--- src/rtl/elevator_pkg.sv ---
// elevator_pkg: shared encodings and default parameter values for the elevator goal scheduler.
package elevator_pkg;

   // Scheduler sweep state.
   typedef enum logic [1:0] {
      ST_IDLE = 2'd0,
      ST_UP   = 2'd1,
      ST_DOWN = 2'd2
   } state_e;

   localparam logic DIR_UP   = 1'b1;
   localparam logic DIR_DOWN = 1'b0;

   // Default floor labels and sizing.
   localparam int unsigned FLOOR_GROUND    = 0;
   localparam int unsigned DEF_N_FLOORS    = 3;
   localparam int unsigned DEF_FW          = 2;
   localparam int unsigned DEF_PARK_FLOOR  = FLOOR_GROUND;
   localparam int unsigned DEF_PARK_CYCLES = 16;

endpackage

--- src/rtl/goal_scheduler_goal_pick.sv ---
// goal_pick: combinational SCAN goal selection from the remaining calls, the current floor and
// the sweep state. Returns the next goal, its valid bit and the next sweep state.
module goal_pick
   import elevator_pkg::*;
#(
   parameter int unsigned N_FLOORS = DEF_N_FLOORS,
   parameter int unsigned FW       = DEF_FW
) (
   input  logic [N_FLOORS-1:0] rem,
   input  logic [FW-1:0]       f,
   input  state_e              state,
   output logic [FW-1:0]       goal,
   output logic                goal_valid,
   output state_e              state_next,
   output logic                any_above
);

   logic          any_below;
   logic [FW-1:0] lo_above;
   logic [FW-1:0] hi_below;
   logic          take_up;

   // Closest remaining call on each side of the current floor.
   always_comb begin
      any_above = 1'b0;
      any_below = 1'b0;
      lo_above  = '0;
      hi_below  = '0;
      for (int unsigned i = 0; i < N_FLOORS; i++) begin
         if (rem[i] && (i > 32'(f)) && !any_above) begin
            any_above = 1'b1;
            lo_above  = FW'(i);
         end
         if (rem[i] && (i < 32'(f))) begin
            any_below = 1'b1;
            hi_below  = FW'(i);
         end
      end
   end

   // Sweep decision; differences cannot wrap because hi_below < f < lo_above when both exist.
   always_comb begin
      take_up    = (lo_above - f) <= (f - hi_below);
      goal       = lo_above;
      goal_valid = 1'b1;
      state_next = ST_UP;
      case (state)
         ST_UP: begin
            if (!any_above && any_below) begin
               goal       = hi_below;
               state_next = ST_DOWN;
            end else if (!any_above) begin
               goal_valid = 1'b0;
               state_next = ST_IDLE;
            end
         end
         ST_DOWN: begin
            if (any_below) begin
               goal       = hi_below;
               state_next = ST_DOWN;
            end else if (!any_above) begin
               goal_valid = 1'b0;
               state_next = ST_IDLE;
            end
         end
         default: begin
            // Tie on distance goes up.
            if (any_above && (!any_below || take_up)) begin
               state_next = ST_UP;
            end else if (any_below) begin
               goal       = hi_below;
               state_next = ST_DOWN;
            end else begin
               goal_valid = 1'b0;
               state_next = ST_IDLE;
            end
         end
      endcase
   end

endmodule

--- src/rtl/goal_scheduler.sv ---
// goal_scheduler: latches floor calls, clears them on arrival and selects the next goal floor
// with a SCAN sweep. The goal is frozen while the car moves or sits between floors.
// Optional idle parking is built when GOAL_SCHEDULER_PARK_EN is defined.
module goal_scheduler
   import elevator_pkg::*;
#(
   parameter int unsigned N_FLOORS    = 3,
   parameter int unsigned FW          = 2,
   parameter int unsigned PARK_FLOOR  = 0,
   parameter int unsigned PARK_CYCLES = 16
) (
   input  logic                clk,
   input  logic                rst_n,
   input  logic [FW-1:0]       floor,
   input  logic [N_FLOORS-1:0] req,
   input  logic                moving,
   output logic [FW-1:0]       gf,
   output logic                gf_valid,
   output logic                dir,
   output logic [N_FLOORS-1:0] pending,
   output logic                served
);

   state_e              state_q, state_d;
   logic [FW-1:0]       gf_q, gf_d;
   logic                gf_valid_q, gf_valid_d;
   logic                dir_q, dir_d;
   logic [N_FLOORS-1:0] pending_q, pending_d;
   logic                served_q, served_d;

   logic [N_FLOORS-1:0] eff;
   logic [N_FLOORS-1:0] here;
   logic [N_FLOORS-1:0] rem;
   logic                floor_ok;
   logic                stopped;
   logic [FW-1:0]       pick_goal;
   logic                pick_valid;
   state_e              pick_state;
   logic                pick_above;
   logic                park_active;
   logic                park_go;

   assign eff      = pending_q | req;
   assign floor_ok = (32'(floor) < N_FLOORS);
   assign stopped  = !moving && floor_ok;
   assign here     = floor_ok ? (N_FLOORS'(1) << floor) : '0;
   assign rem      = eff & ~here;

   goal_pick #(
      .N_FLOORS (N_FLOORS),
      .FW       (FW)
   ) u_goal_pick (
      .rem        (rem),
      .f          (floor),
      .state      (state_q),
      .goal       (pick_goal),
      .goal_valid (pick_valid),
      .state_next (pick_state),
      .any_above  (pick_above)
   );

`ifdef GOAL_SCHEDULER_PARK_EN
   localparam int unsigned PCW = $clog2(PARK_CYCLES + 1);

   logic [PCW-1:0] park_cnt_q, park_cnt_d;
   logic           park_q, park_d;
   logic           idle_now;

   assign idle_now    = (state_q == ST_IDLE) && !moving && (eff == '0);
   assign park_active = park_q && (eff == '0);
   assign park_go     = idle_now && floor_ok && (32'(park_cnt_q) >= PARK_CYCLES - 1) &&
                        (floor != FW'(PARK_FLOOR));

   // Idle counter saturates; a parking trip is dropped as soon as a real call is seen stopped.
   always_comb begin
      park_cnt_d = '0;
      if (idle_now) begin
         park_cnt_d = (park_cnt_q == PCW'(PARK_CYCLES)) ? park_cnt_q : park_cnt_q + 1'b1;
      end
      park_d = park_q;
      if (stopped) begin
         if (!park_active || (floor == FW'(PARK_FLOOR))) begin
            park_d = 1'b0;
         end
      end
      if (park_go) begin
         park_d = 1'b1;
      end
   end

   // Parking counter and trip flag.
   always_ff @(posedge clk) begin
      if (!rst_n) begin
         park_cnt_q <= '0;
         park_q     <= 1'b0;
      end else begin
         park_cnt_q <= park_cnt_d;
         park_q     <= park_d;
      end
   end
`else
   logic unused_park_cycles;

   assign unused_park_cycles = ^PARK_CYCLES;
   assign park_active        = 1'b0;
   assign park_go            = 1'b0;
`endif

   // Next goal, call register and sweep state.
   always_comb begin
      state_d    = state_q;
      gf_d       = gf_q;
      gf_valid_d = gf_valid_q;
      pending_d  = eff;
      served_d   = 1'b0;
      dir_d      = dir_q;
      if (stopped) begin
         pending_d = rem;
         if (park_active) begin
            // Parking trip: hold the goal until the park floor is reached.
            if (floor == FW'(PARK_FLOOR)) begin
               state_d    = ST_IDLE;
               gf_valid_d = 1'b0;
            end
         end else if (|(eff & here)) begin
            gf_d       = floor;
            gf_valid_d = 1'b1;
            served_d   = 1'b1;
            if ((state_q == ST_IDLE) && pick_above) begin
               state_d = ST_UP;
            end
         end else begin
            gf_valid_d = pick_valid;
            state_d    = pick_state;
            if (pick_valid) begin
               gf_d = pick_goal;
            end
         end
         if (park_go) begin
            gf_d       = FW'(PARK_FLOOR);
            gf_valid_d = 1'b1;
            state_d    = (32'(floor) < PARK_FLOOR) ? ST_UP : ST_DOWN;
         end
      end
      if (state_d == ST_UP) begin
         dir_d = DIR_UP;
      end else if (state_d == ST_DOWN) begin
         dir_d = DIR_DOWN;
      end
   end

   // Registered outputs and state; reset discards all calls.
   always_ff @(posedge clk) begin
      if (!rst_n) begin
         state_q    <= ST_IDLE;
         gf_q       <= '0;
         gf_valid_q <= 1'b0;
         dir_q      <= DIR_DOWN;
         pending_q  <= '0;
         served_q   <= 1'b0;
      end else begin
         state_q    <= state_d;
         gf_q       <= gf_d;
         gf_valid_q <= gf_valid_d;
         dir_q      <= dir_d;
         pending_q  <= pending_d;
         served_q   <= served_d;
      end
   end

   assign gf       = gf_q;
   assign gf_valid = gf_valid_q;
   assign dir      = dir_q;
   assign pending  = pending_q;
   assign served   = served_q;

endmodule

--- config.mk ---
export PLATFORM = sky130hd
export DESIGN_NAME = goal_scheduler
export DESIGN_NICKNAME = d
export VERILOG_FILES = /design/src/rtl/elevator_pkg.sv /design/src/rtl/goal_scheduler_goal_pick.sv /design/src/rtl/goal_scheduler.sv
export SDC_FILE = /design/constraint.sdc
export NUM_CORES = 1
export LEC_CHECK = 0
export CAP_MARGIN = 30
export CORE_AREA = 2 2 54 61
export CTS_CLUSTER_SIZE = 14
export DETAILED_ROUTE_END_ITERATION = 8
export DIE_AREA = 0 0 56 63
export PLACE_DENSITY = 0.46
export SLEW_MARGIN = 30
export SYNTH_ARGS = -nofsm -noshare
export SYNTH_HDL_FRONTEND = slang
export SYNTH_SLANG_ARGS = --single-unit
--- constraint.sdc ---
create_clock -name clk -period 5.2 [get_ports clk]
set_input_delay 0.78 -clock clk [delete_from_list [all_inputs] [get_ports clk]]
set_output_delay 0.78 -clock clk [all_outputs]
set_load 0.01 [all_outputs]
[After elaboration in Yosys (flattened, before gate mapping)]
Index checks and enable logic that the tools add are counted.
Word-level totals
  bits in registers: 10
  bits of input ports: 8
  output and inout bits: 8
  logic and storage cells: 81
Cells by class
  equal/unequal tests: 4
  order comparisons: 7
  bitwise gates (word level): 4
  $add $sub $neg: 2
  multiplexer cells: 36
  reductions and logical operators: 21
  shift-type cells: 1
Operators by type and width (count)
  $mux W2: 14
  $mux W1: 17
  $logic_and A1 B1 Y1: 10
  $pmux W2 S2: 2
  $and A3 B3 Y3: 2
  $mux W3: 2
  $eq A2 B1 Y1 const B: 2
  $eq A2 B2 Y1 const B: 2
  $logic_not A1 Y1: 4
  $lt A1 B2 Y1 const A: 2
  $reduce_and A2 Y1: 2
  $reduce_bool A2 Y1: 2
  $sub A2 B2 Y2: 2
  $not A3 Y3: 1
  $or A3 B3 Y3: 1
  $reduce_or A3 Y1: 1
  $shl A1 B2 Y3 const A: 1
  $gt A1 B2 Y1 const A: 1
  $gt A2 B2 Y1 const A: 1
  $le A2 B2 Y1: 1
  $logic_not A2 Y1: 1
  $lt A2 B2 Y1 const A: 1
  $lt A2 B2 Y1 const B: 1
  $pmux W1 S2: 1
  $logic_or A1 B1 Y1: 1

[Depth between registers and ports, before layout]
Gate-level depths: netlist (run 1).
  depth in word-level cells: 20
  mapped depth: 13
  gate-level depth less buffers: 12

[Hierarchy]
A second synthesis (run 1) with hierarchy kept.
Second synthesis, totals
  cell total of the unflattened synthesis: 110
  area, all modules: 919.6 µm²
By module, submodules not included
  goal_scheduler: seq. area each 200.2 µm², times used 1, cells each 64, area each 594.3 µm²
  goal_pick: seq. area each 0.0 µm², times used 1, cells each 46, area each 325.3 µm²

[Worst setup path after synthesis (run 1)]
No wires, ideal clock.
  path type: input -> register
  start: input floor[0]
  end: register dir_q (netlist: dir)
  setup time: 120 ps
  stages on the path: 13
  required time: 5080 ps
  slack: 2149 ps
  arrival: 2931 ps
  cells stage by stage: buf_4 buf_2 a21oi_1 ha_1 xor2_1 ha_1 and2b_1 o21ai_0 a21oi_1 o32ai_2 ha_1 mux2i_1 nor2_1
On the way
  longest elaborated chain between the ends: 19
RTL lines
  from (decl): RTL line goal_scheduler.sv:14  | input logic [FW-1:0] floor,
  $lt A2 B2 Y1 / $shl A1 B2 Y3 (equally long branches): RTL line goal_scheduler.sv:44, goal_scheduler.sv:46
  $mux W3: RTL line goal_scheduler.sv:46  | assign here = floor_ok ? (N_FLOORS'(1) << floor) : '0;
  $not A3 Y3: RTL line goal_scheduler.sv:47  | assign rem = eff & ~here;
  $and A3 B3 Y3: RTL line goal_scheduler.sv:47
  $logic_and A1 B1 Y1: RTL line goal_scheduler_goal_pick.sv:30  | if (rem[i] && (i > 32'(f)) && !any_above) begin
  $mux W1: RTL line goal_scheduler_goal_pick.sv:30
  $logic_not A1 Y1: RTL line goal_scheduler_goal_pick.sv:30
  $logic_and A1 B1 Y1: RTL line goal_scheduler_goal_pick.sv:30
  [... 3 more ...]
  $logic_or A1 B1 Y1: RTL line goal_scheduler_goal_pick.sv:68  | if (any_above && (!any_below || take_up)) begin
  $logic_and A1 B1 Y1: RTL line goal_scheduler_goal_pick.sv:68
  $mux W2: RTL line goal_scheduler_goal_pick.sv:68
  $pmux W2 S2: RTL line goal_scheduler_goal_pick.sv:47  | case (state)
  $mux W2: RTL line goal_scheduler.sv:125  | end else if (|(eff & here)) begin
  $mux W2 *: RTL line goal_scheduler.sv:117  | if (stopped) begin
  $eq A2 B1 Y1 / $eq A2 B2 Y1 (equally long branches): RTL line goal_scheduler.sv:145, goal_scheduler.sv:147
  $mux W1 / $reduce_bool A2 Y1 (equally long branches)
  to (signal assigned): RTL line goal_scheduler.sv:165  | dir_q <= dir_d;
  to (decl): RTL line goal_scheduler.sv:27  | logic dir_q, dir_d;
Every way passes the cells marked *; elsewhere a longest branch is shown, timed or not.
A chain may end at the register's enable or synchronous reset.

[Final worst setup path (run 1)]
Same ends and word-level chain as after synthesis.

==> metrics.txt, run 1 <==
# TYPE chip_impl_metric gauge
chip_impl_info{name="leading_cell_type_in_the_layout_fill_and_taps_excluded",value="clkdlybuf4s50_1"} 1
chip_impl_metric{name="synthesis.area",unit="um^2"} 837
chip_impl_info{name="hp-class",value="reg -> reg"} 1
chip_impl_metric{name="fin_nets",unit=""} 138
chip_impl_metric{name="final.setup_skew",unit="ns"} 0.00168
chip_impl_info{name="r2r_startpoint",value="pending[1]$_SDFF_PN0_"} 1
chip_impl_metric{name="worstMarginPinSlew",unit="ns"} 0.674
chip_impl_info{name="setup.worst_path.end_class",value="flop"} 1
chip_impl_info{name="startpoint_type",value="primary input"} 1
chip_impl_metric{name="numCtsBuffers",unit=""} 3
chip_impl_metric{name="worst_skew_late_latency",unit="ns"} 0.26
chip_impl_metric{name="drtIter0Drc",unit=""} 16
chip_impl_metric{name="worst_setup_hold_path_clk_slew",unit="ns"} 0.07
chip_impl_metric{name="syn2layout_area_growth",unit="%"} 25.3
chip_impl_metric{name="cts_htree_levels",unit=""} 1
chip_impl_metric{name="coreArea",unit="mm^2"} 0.00294
chip_impl_metric{name="syn_nets",unit=""} 121
chip_impl_info{name="status",value="completed"} 1
chip_impl_metric{name="achievable-frequency",unit="GHz"} 0.273
chip_impl_metric{name="clock_period_minus_worst_slack",unit="ns"} 3.66
chip_impl_metric{name="clock_sinks",unit=""} 10
chip_impl_metric{name="die_h",unit="um"} 63
chip_impl_metric{name="synth_sequential_area_ratio",unit="%"} 23.9
chip_impl_metric{name="async_flop_share",unit="%"} 0
chip_impl_metric{name="cts_setup_buffers",unit=""} 0
chip_impl_metric{name="totalNegativeSetupSlack",unit="ns"} 0
chip_impl_info{name="cts_tree",value="done"} 1
chip_impl_metric{name="drv_cap",unit=""} 0
chip_impl_info{name="ctsRootBufferMaster",value="clkbuf_4"} 1
chip_impl_metric{name="worst_ep_arrival_time",unit="ns"} 3.81
chip_impl_info{name="path_class",value="in -> reg"} 1
chip_impl_metric{name="whs_path_depth",unit=""} 2
chip_impl_metric{name="ff2ff_path_depth",unit=""} 12
chip_impl_metric{name="ff2ff_setup_slack",unit="ns"} 2.29
chip_impl_metric{name="slew_viol_final",unit=""} 0
chip_impl_metric{name="ys_types",unit=""} 41
chip_impl_metric{name="hpwl",unit="um"} 1630
chip_impl_metric{name="slew-limit-headroom",unit="%"} 54.9
chip_impl_info{name="most_frequent_cells_in_the_layout",value="clkdlybuf4s50_1 (15), nor2_1 (12), a21oi_1 (10), dfxtp_1 (10), ha_1 (8)"} 1
chip_impl_metric{name="synth-edff-count",unit=""} 0
chip_impl_info{name="critPathLaunch",value="floor[0]"} 1
chip_impl_metric{name="drive_gt1_share",unit="%"} 12.4
chip_impl_metric{name="clock_path_buffers",unit=""} 2
chip_impl_info{name="worstReg2RegEnd",value="dir$_SDFFE_PN0P_"} 1
chip_impl_metric{name="worstPathRequired",unit="ns"} 5.35
chip_impl_info{name="grt_setup_unrepaired",value="false"} 1
chip_impl_metric{name="global_route_wire_length_before_repair",unit="um"} 3660
chip_impl_metric{name="synth_area_per_cell",unit="um^2"} 7.97
chip_impl_info{name="worstSetupEndpoint",value="dir$_SDFFE_PN0P_"} 1
chip_impl_metric{name="setup_viol_count_final",unit=""} 0
chip_impl_metric{name="postRouteAntennaNets",unit=""} 0
chip_impl_metric{name="vias_per_cell",unit=""} 5.18
chip_impl_metric{name="maximum_number_of_pins_on_one_net_before_global_route_repair",unit=""} 19
chip_impl_metric{name="worst-path-max-fanout",unit=""} 18
chip_impl_metric{name="routabilityCongestion",unit=""} 0.782
chip_impl_metric{name="synthesis.yosys.warnings",unit=""} 0
chip_impl_metric{name="antenna_found_initial",unit=""} 0
chip_impl_metric{name="finalWirelength",unit="um"} 2140
chip_impl_metric{name="post_synthesis_register_bit_count",unit=""} 10
chip_impl_metric{name="route.vias.total",unit=""} 803
chip_impl_metric{name="io_pins",unit=""} 16
chip_impl_metric{name="grt.total_usage",unit="%"} 12.8
chip_impl_metric{name="starting_density",unit="%"} 28.4
chip_impl_metric{name="worst_ir_drop_vdd",unit="mV"} 0.132
chip_impl_metric{name="fin_util",unit="%"} 35.6
chip_impl_metric{name="design.die.area",unit="mm^2"} 0.00353
chip_impl_metric{name="avgRoutedWirePerCell",unit="um"} 13.8
chip_impl_metric{name="cts_resized",unit=""} 0
chip_impl_metric{name="die_width",unit="um"} 56
chip_impl_metric{name="grt_remaining_overflow",unit=""} 0
chip_impl_metric{name="timing.final.hold_violations",unit=""} 0
chip_impl_metric{name="leakagePower",unit="nW"} 0.404
chip_impl_metric{name="io_buffer_count",unit=""} 15
chip_impl_metric{name="netlist_instances",unit=""} 105
chip_impl_metric{name="fin_crit_sh",unit="%"} 70.4
chip_impl_metric{name="rows",unit=""} 21
chip_impl_metric{name="power.density",unit="mW/mm^2"} 244
chip_impl_metric{name="hold_buffer_count_at_cts",unit=""} 0
chip_impl_info{name="ys.flop_type",value="dfxtp_1"} 1
chip_impl_metric{name="dr.pass1.iters",unit=""} 4
chip_impl_metric{name="vias_in_the_first_global_route",unit=""} 771
chip_impl_metric{name="remaining_drc_errors",unit=""} 0
chip_impl_metric{name="diodes",unit=""} 0
-- layer usage --
layer	global-route usage, %	vias up	wire length (um)
met2	19.9	15	998
met4	5.36	0	19
li1	-	421	-
met3	1.04	2	52
met1	18.1	365	1070
met5	0	-	0
-- cell families after synthesis --
kind of cell / count (synthesis) / synth area share (%)
mux: 2 / 2.39
fa+ha+maj: 8 / 12.0
simple gates: 38 / 23.6
flops: 10 / 23.9
xor+xnor: 2 / 2.09
buf+inv: 9 / 5.23
compound gates: 36 / 30.8
-- layout make-up --
cell class / instances / area [um^2]
fill: 321 / 1890
multi-input combinational: 86 / 593
sequential: 10 / 200
timing repair buffer: 16 / 158
tap: 34 / 42.5
clock buffer: 4 / 36.3
inverter: 5 / 18.8
-- worst min-delay path by stage --
stage | from | endpoint | slack [ns]
floorplan | gf_valid$_SDFFE_PN0P_ | gf_valid$_SDFFE_PN0P_ | 0.48
global placement | gf_valid$_SDFFE_PN0P_ | gf_valid$_SDFFE_PN0P_ | 0.45
detailed placement | gf_valid$_SDFFE_PN0P_ | gf_valid$_SDFFE_PN0P_ | 0.45
CTS | gf_valid$_SDFFE_PN0P_ | gf_valid$_SDFFE_PN0P_ | 0.46
global route | gf_valid$_SDFFE_PN0P_ | gf_valid$_SDFFE_PN0P_ | 0.49
finish | gf_valid$_SDFFE_PN0P_ | gf_valid$_SDFFE_PN0P_ | 0.46
-- Yosys cell counts (all sizes together), types with 3 or more instances --
master  count  area, um^2
buf         4        25.0
ha          8         100
or2         3        23.8
nor2       14        57.6
nand2       5        18.8
a31oi       3        18.8
inv         5        18.8
nand3       3        15.0
a21oi      11        58.8
dfxtp      10         200
o21ai       6        30.0
-- per-stage QoR --
stage | cells | power [mW] | setup WS, ns | hold WS, ns | cell area (um^2)
2_1_floorplan | 105 | 0.157 | 2.15 | 0.481 | 837
6_report | 155 | 0.256 | 1.54 | 0.463 | 1050
3_3_place_gp | 151 | 0.188 | 1.33 | 0.449 | 1010
4_1_cts | 155 | 0.259 | 1.56 | 0.464 | 1050
3_5_place_dp | 151 | 0.188 | 1.29 | 0.451 | 1010
5_1_grt | 155 | 0.274 | 1.27 | 0.488 | 1050
-- registers in the layout, indices dropped and copies added, names as in the netlist, named ones only --
signal	flops
gf_valid	1
pending	3
state_q	1
served	1
gf	2
dir	1
-- worst max-delay path, cell delays in order --
cell and delay [ns]:
clkdlybuf4s50_1 0.90, a21oi_1 0.17, ha_1 0.23, xor2_1 0.16
ha_1 0.31, and2b_1 0.18, o21ai_0 0.23, a21oi_1 0.12
o32ai_2 0.23, ha_1 0.28, mux2i_1 0.15, nor2_1 0.05
-- report_power, final --
part	internal, mW	switching, mW	leakage, nW
Sequential	0.0828	0.00428	0.0824
Combinational	0.0459	0.0532	0.301
Clock	0.0425	0.0271	0.0210
Total	0.171	0.0846	0.404
Power figures use the tool's default switching activity.
==> inputs of run 2 (changes only) <==
PLACE_DENSITY = 0.48   (was 0.46)
clock period = 3.26 ns   (was 5.2 ns; I/O delays follow)
==> metrics.txt, run 2 (synthesis gave the netlist of run 1 again) <==
# TYPE chip_impl_metric gauge
chip_impl_info{name="busiest_layer",value="met2"} 1
chip_impl_metric{name="syn2layout_area_growth",unit="%"} 36.9
chip_impl_metric{name="drive_gt1_share",unit="%"} 20.9
chip_impl_metric{name="cts_htree_levels",unit=""} 1
chip_impl_metric{name="fin_nets",unit=""} 151
chip_impl_metric{name="setup_viol_count_final",unit=""} 0
chip_impl_metric{name="global_routing_met1_resource_utilization",unit="%"} 17.9
chip_impl_metric{name="leakagePower",unit="nW"} 0.466
chip_impl_metric{name="avgRoutedWirePerCell",unit="um"} 14.2
chip_impl_metric{name="post_layout_nonfiller_instances",unit=""} 168
chip_impl_info{name="leading_cell_type_in_the_layout_fill_and_taps_excluded",value="clkdlybuf4s50_1"} 1
chip_impl_info{name="hp-class",value="reg -> reg"} 1
chip_impl_metric{name="coreArea",unit="mm^2"} 0.00294
chip_impl_metric{name="switching_share",unit="%"} 32.7
chip_impl_metric{name="internal_power",unit="mW"} 0.289
chip_impl_info{name="grt_setup_unrepaired",value="false"} 1
chip_impl_metric{name="grt.total_usage",unit="%"} 14.3
chip_impl_metric{name="worstMarginPinSlew",unit="ns"} 0.331
chip_impl_metric{name="placed_area",unit="mm^2"} 0.00111
chip_impl_metric{name="finalWorstSetupSlack",unit="ns"} 0.226
chip_impl_metric{name="io_buffer_count",unit=""} 15
chip_impl_metric{name="worst_setup_hold_path_clk_slew",unit="ns"} 0.06
chip_impl_metric{name="clock_period_minus_worst_slack",unit="ns"} 3.03
chip_impl_metric{name="hpwl",unit="um"} 1800
chip_impl_metric{name="worst_ir_drop_vdd",unit="mV"} 0.251
chip_impl_metric{name="power.clock.fraction",unit="%"} 25.7
chip_impl_metric{name="design.die.area",unit="mm^2"} 0.00353
chip_impl_metric{name="global_route_wire_length_before_repair",unit="um"} 4060
chip_impl_metric{name="largest_register_ffs",unit=""} 3
chip_impl_metric{name="worst_skew_late_latency",unit="ns"} 0.26
chip_impl_metric{name="clock_path_buffers",unit=""} 2
chip_impl_metric{name="die_h",unit="um"} 63
chip_impl_info{name="ctsRootBufferMaster",value="clkbuf_4"} 1
chip_impl_metric{name="routabilityCongestion",unit=""} 0.847
chip_impl_metric{name="remaining_drc_errors",unit=""} 0
chip_impl_info{name="status",value="completed"} 1
chip_impl_metric{name="fin_util",unit="%"} 38.9
chip_impl_metric{name="diodes",unit=""} 0
chip_impl_metric{name="fin_crit_sh",unit="%"} 93.1
chip_impl_metric{name="power.combinational.fraction",unit="%"} 41.9
chip_impl_metric{name="worstPathRequired",unit="ns"} 3.41
chip_impl_metric{name="drv_cap",unit=""} 0
chip_impl_metric{name="fill_cell_instance_count_of_the_final_layout",unit=""} 327
chip_impl_metric{name="finalWirelength",unit="um"} 2380
chip_impl_metric{name="slew-limit-headroom",unit="%"} 77.7
chip_impl_metric{name="vias_in_the_first_global_route",unit=""} 872
chip_impl_metric{name="numCtsBuffers",unit=""} 3
chip_impl_info{name="setup.worst_path.end_class",value="flop"} 1
chip_impl_metric{name="grtUsageMet2",unit="%"} 24.1
chip_impl_metric{name="placedCellCount",unit=""} 164
chip_impl_metric{name="route.vias.total",unit=""} 879
chip_impl_metric{name="worst_ep_arrival_time",unit="ns"} 3.19
chip_impl_info{name="startpoint_type",value="primary input"} 1
chip_impl_metric{name="pre_cts_ws",unit="ns"} -0.113
chip_impl_metric{name="final.setup_skew",unit="ns"} 0.000492
chip_impl_metric{name="timing.final.hold_violations",unit=""} 0
chip_impl_metric{name="vias_per_cell",unit=""} 5.23
chip_impl_metric{name="starting_density",unit="%"} 28.4
chip_impl_metric{name="use_met3",unit="%"} 1.66
chip_impl_metric{name="rows",unit=""} 21
chip_impl_metric{name="cts_resized",unit=""} 0
chip_impl_metric{name="worst-path-max-fanout",unit=""} 3
chip_impl_metric{name="die_width",unit="um"} 56
chip_impl_metric{name="achievable-frequency",unit="GHz"} 0.330
chip_impl_metric{name="io_pins",unit=""} 16
chip_impl_info{name="path_class",value="in -> reg"} 1
chip_impl_metric{name="power.net_switching",unit="mW"} 0.140
chip_impl_info{name="cts_tree",value="done"} 1
chip_impl_metric{name="drtIter0Drc",unit=""} 18
chip_impl_metric{name="cts_setup_buffers",unit=""} 0
chip_impl_metric{name="hold_buffer_count_at_cts",unit=""} 0
chip_impl_metric{name="maximum_number_of_pins_on_one_net_before_global_route_repair",unit=""} 13
chip_impl_metric{name="clock_sinks",unit=""} 10
chip_impl_metric{name="ff2ff_setup_slack",unit="ns"} 0.53
chip_impl_metric{name="slew_viol_final",unit=""} 0
chip_impl_metric{name="power.density",unit="mW/mm^2"} 375
chip_impl_metric{name="p_seq_share",unit="%"} 32.3
chip_impl_metric{name="dr.pass1.iters",unit=""} 4
chip_impl_metric{name="antenna_found_initial",unit=""} 0
chip_impl_metric{name="layout.cell_area.non_filler",unit="mm^2"} 0.00115
chip_impl_metric{name="postRouteAntennaNets",unit=""} 0
chip_impl_info{name="most_frequent_cells_in_the_layout",value="clkdlybuf4s50_1 (15), buf_4 (14), nor2_1 (12)"} 1
chip_impl_metric{name="grt_remaining_overflow",unit=""} 0
chip_impl_metric{name="hold-worst-slack",unit="ns"} 0.468
run 2: metal layers:
layer  share of wire, %  up-vias
met5                  0        -
met4                2.1        0
met3                2.9        7
met2                 48       15
met1                 46      413
li1                   -      444
run 2: through the flow:
stage                     setup TNS (ns)  power (mW)
after floorplan                        0       0.251
after global placement           -0.0688       0.320
after detailed placement          -0.113       0.319
after CTS                              0       0.435
after global routing                   0       0.458
final                                  0       0.429
run 2: layout make-up:
type	count	area, um^2	share of cell area, %
Inverter	5	18.8	1.64
Sequential cell	10	200	17.5
Multi-Input combinational cell	86	593	51.7
Tap cell	34	42.5	3.71
Clock buffer	4	36.3	3.17
Timing Repair Buffer	29	255	22.3
run 2: path summary, 6_finish.rpt:
kind                    startpoint               endpoint  cells after the start
max reg2reg  pending[2]$_SDFF_PN0_       dir$_SDFFE_PN0P_                     12
max                         req[2]       dir$_SDFFE_PN0P_                     13
min reg2reg  gf_valid$_SDFFE_PN0P_  gf_valid$_SDFFE_PN0P_                      2
min          gf_valid$_SDFFE_PN0P_  gf_valid$_SDFFE_PN0P_                      2
run 2: critical path, stage by stage:
cell and delay (ns):
clkdlybuf4s50_1 0.42, or2_2 0.32, a21oi_1 0.16, ha_1 0.17
xor2_1 0.16, ha_1 0.27, and2b_1 0.18, o21ai_1 0.17
a21oi_1 0.11, o32ai_2 0.25, ha_1 0.29, mux2i_1 0.15
nor2_1 0.05
run 2: power groups by stage:
stage | Combinational, mW | Clock (mW) | Sequential (mW)
after global routing | 0.200 | 0.118 | 0.140
final | 0.180 | 0.110 | 0.139
after detailed placement | 0.177 | 0 | 0.142
after floorplan | 0.107 | 0 | 0.144
after global placement | 0.178 | 0 | 0.142
after CTS | 0.181 | 0.115 | 0.139
==> inputs of run 3 (changes only) <==
DONT_BUFFER_PORTS = 1   (was not set)
PLACE_DENSITY = 0.41   (was 0.48)
==> metrics.txt, run 3 (synthesis gave the netlist of run 1 again) <==
# TYPE chip_impl_metric gauge
chip_impl_info{name="status",value="completed"} 1
chip_impl_metric{name="worst_setup_hold_path_clk_slew",unit="ns"} 0.06
chip_impl_metric{name="layout.cell_area.non_filler",unit="um^2"} 900
chip_impl_metric{name="leakagePower",unit="nW"} 0.351
chip_impl_metric{name="coreArea",unit="mm^2"} 0.00294
chip_impl_metric{name="multi_input_comb_area",unit="um^2"} 593
chip_impl_metric{name="finalWirelength",unit="um"} 2190
chip_impl_metric{name="postRouteAntennaNets",unit=""} 0
chip_impl_metric{name="die_h",unit="um"} 63
chip_impl_metric{name="fin_nets",unit=""} 125
chip_impl_info{name="hp-class",value="in -> reg"} 1
chip_impl_metric{name="design.die.area",unit="mm^2"} 0.00353
chip_impl_metric{name="antenna_found_initial",unit=""} 0
chip_impl_metric{name="drv_cap",unit=""} 0
chip_impl_metric{name="worst_skew_late_latency",unit="ns"} 0.26
chip_impl_metric{name="drive_gt1_share",unit="%"} 15.0
chip_impl_metric{name="clock_period_minus_worst_slack",unit="ns"} 2.93
chip_impl_metric{name="io_buffer_count",unit=""} 0
chip_impl_metric{name="grt_remaining_overflow",unit=""} 0
chip_impl_metric{name="totalNegativeSetupSlack",unit="ns"} 0
chip_impl_info{name="startpoint_type",value="flop"} 1
chip_impl_info{name="most_frequent_cells_in_the_layout",value="nor2_1 (12), a21oi_1 (10), dfxtp_1 (10)"} 1
chip_impl_metric{name="grt.total_usage",unit="%"} 13.0
chip_impl_metric{name="routabilityCongestion",unit=""} 0.763
chip_impl_metric{name="slew-limit-headroom",unit="%"} 75.0
chip_impl_metric{name="setup_viol_count_final",unit=""} 0
chip_impl_metric{name="achievable-frequency",unit="GHz"} 0.341
chip_impl_metric{name="cts_resized",unit=""} 0
chip_impl_info{name="setup.worst_path.end_class",value="flop"} 1
chip_impl_metric{name="drtIter0Drc",unit=""} 36
chip_impl_metric{name="route.vias.total",unit=""} 761
chip_impl_metric{name="cts_setup_buffers",unit=""} 0
chip_impl_metric{name="numCtsBuffers",unit=""} 3
chip_impl_metric{name="dr.pass1.iters",unit=""} 4
chip_impl_metric{name="global_route_wire_length_before_repair",unit="um"} 3680
chip_impl_metric{name="timing.final.hold_violations",unit=""} 0
chip_impl_metric{name="hpwl",unit="um"} 1680
chip_impl_metric{name="syn2layout_area_growth",unit="%"} 7.47
chip_impl_metric{name="vias_per_cell",unit=""} 5.40
chip_impl_metric{name="placed_area",unit="um^2"} 877
chip_impl_info{name="ctsRootBufferMaster",value="clkbuf_4"} 1
chip_impl_metric{name="final.setup_skew",unit="ns"} 0.000138
chip_impl_metric{name="finalWorstSetupSlack",unit="ns"} 0.328
chip_impl_metric{name="sequential_cell_area_in_the_final_layout",unit="um^2"} 200
chip_impl_metric{name="die_width",unit="um"} 56
chip_impl_metric{name="vias_in_the_first_global_route",unit=""} 768
chip_impl_metric{name="worst_ep_arrival_time",unit="ns"} 3.08
chip_impl_metric{name="largest_register_ffs",unit=""} 3
chip_impl_metric{name="hold_buffer_count_at_cts",unit=""} 0
chip_impl_metric{name="starting_density",unit="%"} 28.4
chip_impl_info{name="grt_setup_unrepaired",value="false"} 1
chip_impl_metric{name="rows",unit=""} 21
chip_impl_metric{name="worst_ir_drop_vdd",unit="mV"} 0.179
chip_impl_metric{name="clock_sinks",unit=""} 10
chip_impl_metric{name="worst-path-max-fanout",unit=""} 5
chip_impl_metric{name="maximum_number_of_pins_on_one_net_before_global_route_repair",unit=""} 19
chip_impl_metric{name="avgRoutedWirePerCell",unit="um"} 15.5
chip_impl_metric{name="diodes",unit=""} 0
chip_impl_metric{name="pre_cts_ws",unit="ns"} 0.211
chip_impl_metric{name="worstMarginPinSlew",unit="ns"} 0.373
chip_impl_info{name="path_class",value="reg -> reg"} 1
chip_impl_metric{name="io_pins",unit=""} 16
chip_impl_metric{name="fin_crit_sh",unit="%"} 90.0
chip_impl_metric{name="power.density",unit="mW/mm^2"} 393
chip_impl_metric{name="cts_htree_levels",unit=""} 1
chip_impl_metric{name="remaining_drc_errors",unit=""} 0
chip_impl_metric{name="clock_path_buffers",unit=""} 2
chip_impl_info{name="leading_cell_type_in_the_layout_fill_and_taps_excluded",value="nor2_1"} 1
chip_impl_info{name="cts_tree",value="done"} 1
chip_impl_metric{name="slew_viol_final",unit=""} 0
chip_impl_metric{name="worstPathRequired",unit="ns"} 3.41
chip_impl_metric{name="fill_cell_instance_count_of_the_final_layout",unit=""} 337
## run 3: changes by cell type in the layout (fill, tap and decap cells not counted)
cell	change
clkdlybuf4s50_1	-15
clkbuf_8	-1
o21ai_0	+1
buf_4	-11
o21ai_1	-1
## run 3: final cells by class
class	count	area share, %
Multi-Input combinational cell	86	65.9
Sequential cell	10	22.3
Tap cell	34	4.73
Clock buffer	3	2.50
Timing Repair Buffer	3	2.50
Inverter	5	2.09
## run 3: final timing paths
check                                      startpoint                    end  slack (ns)  cells past startpoint
worst min-delay path                         floor[0]  pending[1]$_SDFF_PN0_        0.32                      1
worst max register to register  pending[2]$_SDFF_PN0_       dir$_SDFFE_PN0P_        0.33                     12
worst min register to register  gf_valid$_SDFFE_PN0P_  gf_valid$_SDFFE_PN0P_        0.51                      2
worst max-delay path            pending[2]$_SDFF_PN0_       dir$_SDFFE_PN0P_        0.33                     12
## run 3: through the flow
| stage | hold slack, ns | total power, mW | cells | util, % |
|---|---|---|---|---|
| after detailed placement | 0.501 | 0.274 | 138 | 29.8 |
| after global placement | 0.495 | 0.273 | 138 | 29.8 |
| final | 0.324 | 0.354 | 141 | 30.6 |
| after floorplan | 0.481 | 0.251 | 105 | - |
| after global routing | 0.328 | 0.382 | 141 | 30.6 |
| after CTS | 0.319 | 0.358 | 141 | 30.6 |
## run 3: routing by layer
metal / vias to the layer above / global-route usage [%] / wire, um
met2: 16 / 21.0 / 1040
met5: - / 0 / 0
met1: 348 / 17.0 / 1020
met3: 2 / 2.90 / 115
met4: 0 / 4.46 / 14
li1: 395 / - / -
## run 3: critical path, stage by stage, from the launching register on
cell and delay, ns:
dfxtp_1 0.38, or2_2 0.31, a21oi_1 0.20, ha_1 0.19, xor2_1 0.15, ha_1 0.27
and2b_1 0.19, o21ai_0 0.27, a311oi_1 0.16, mux2i_1 0.23, ha_1 0.28, mux2i_1 0.14
nor2_1 0.05
## run 3: power breakdown
group	total, mW	internal, mW	switching, mW
Combinational	0.128	0.0569	0.0709
Sequential	0.143	0.132	0.0112
Clock	0.0829	0.0426	0.0403
Total	0.354	0.232	0.122
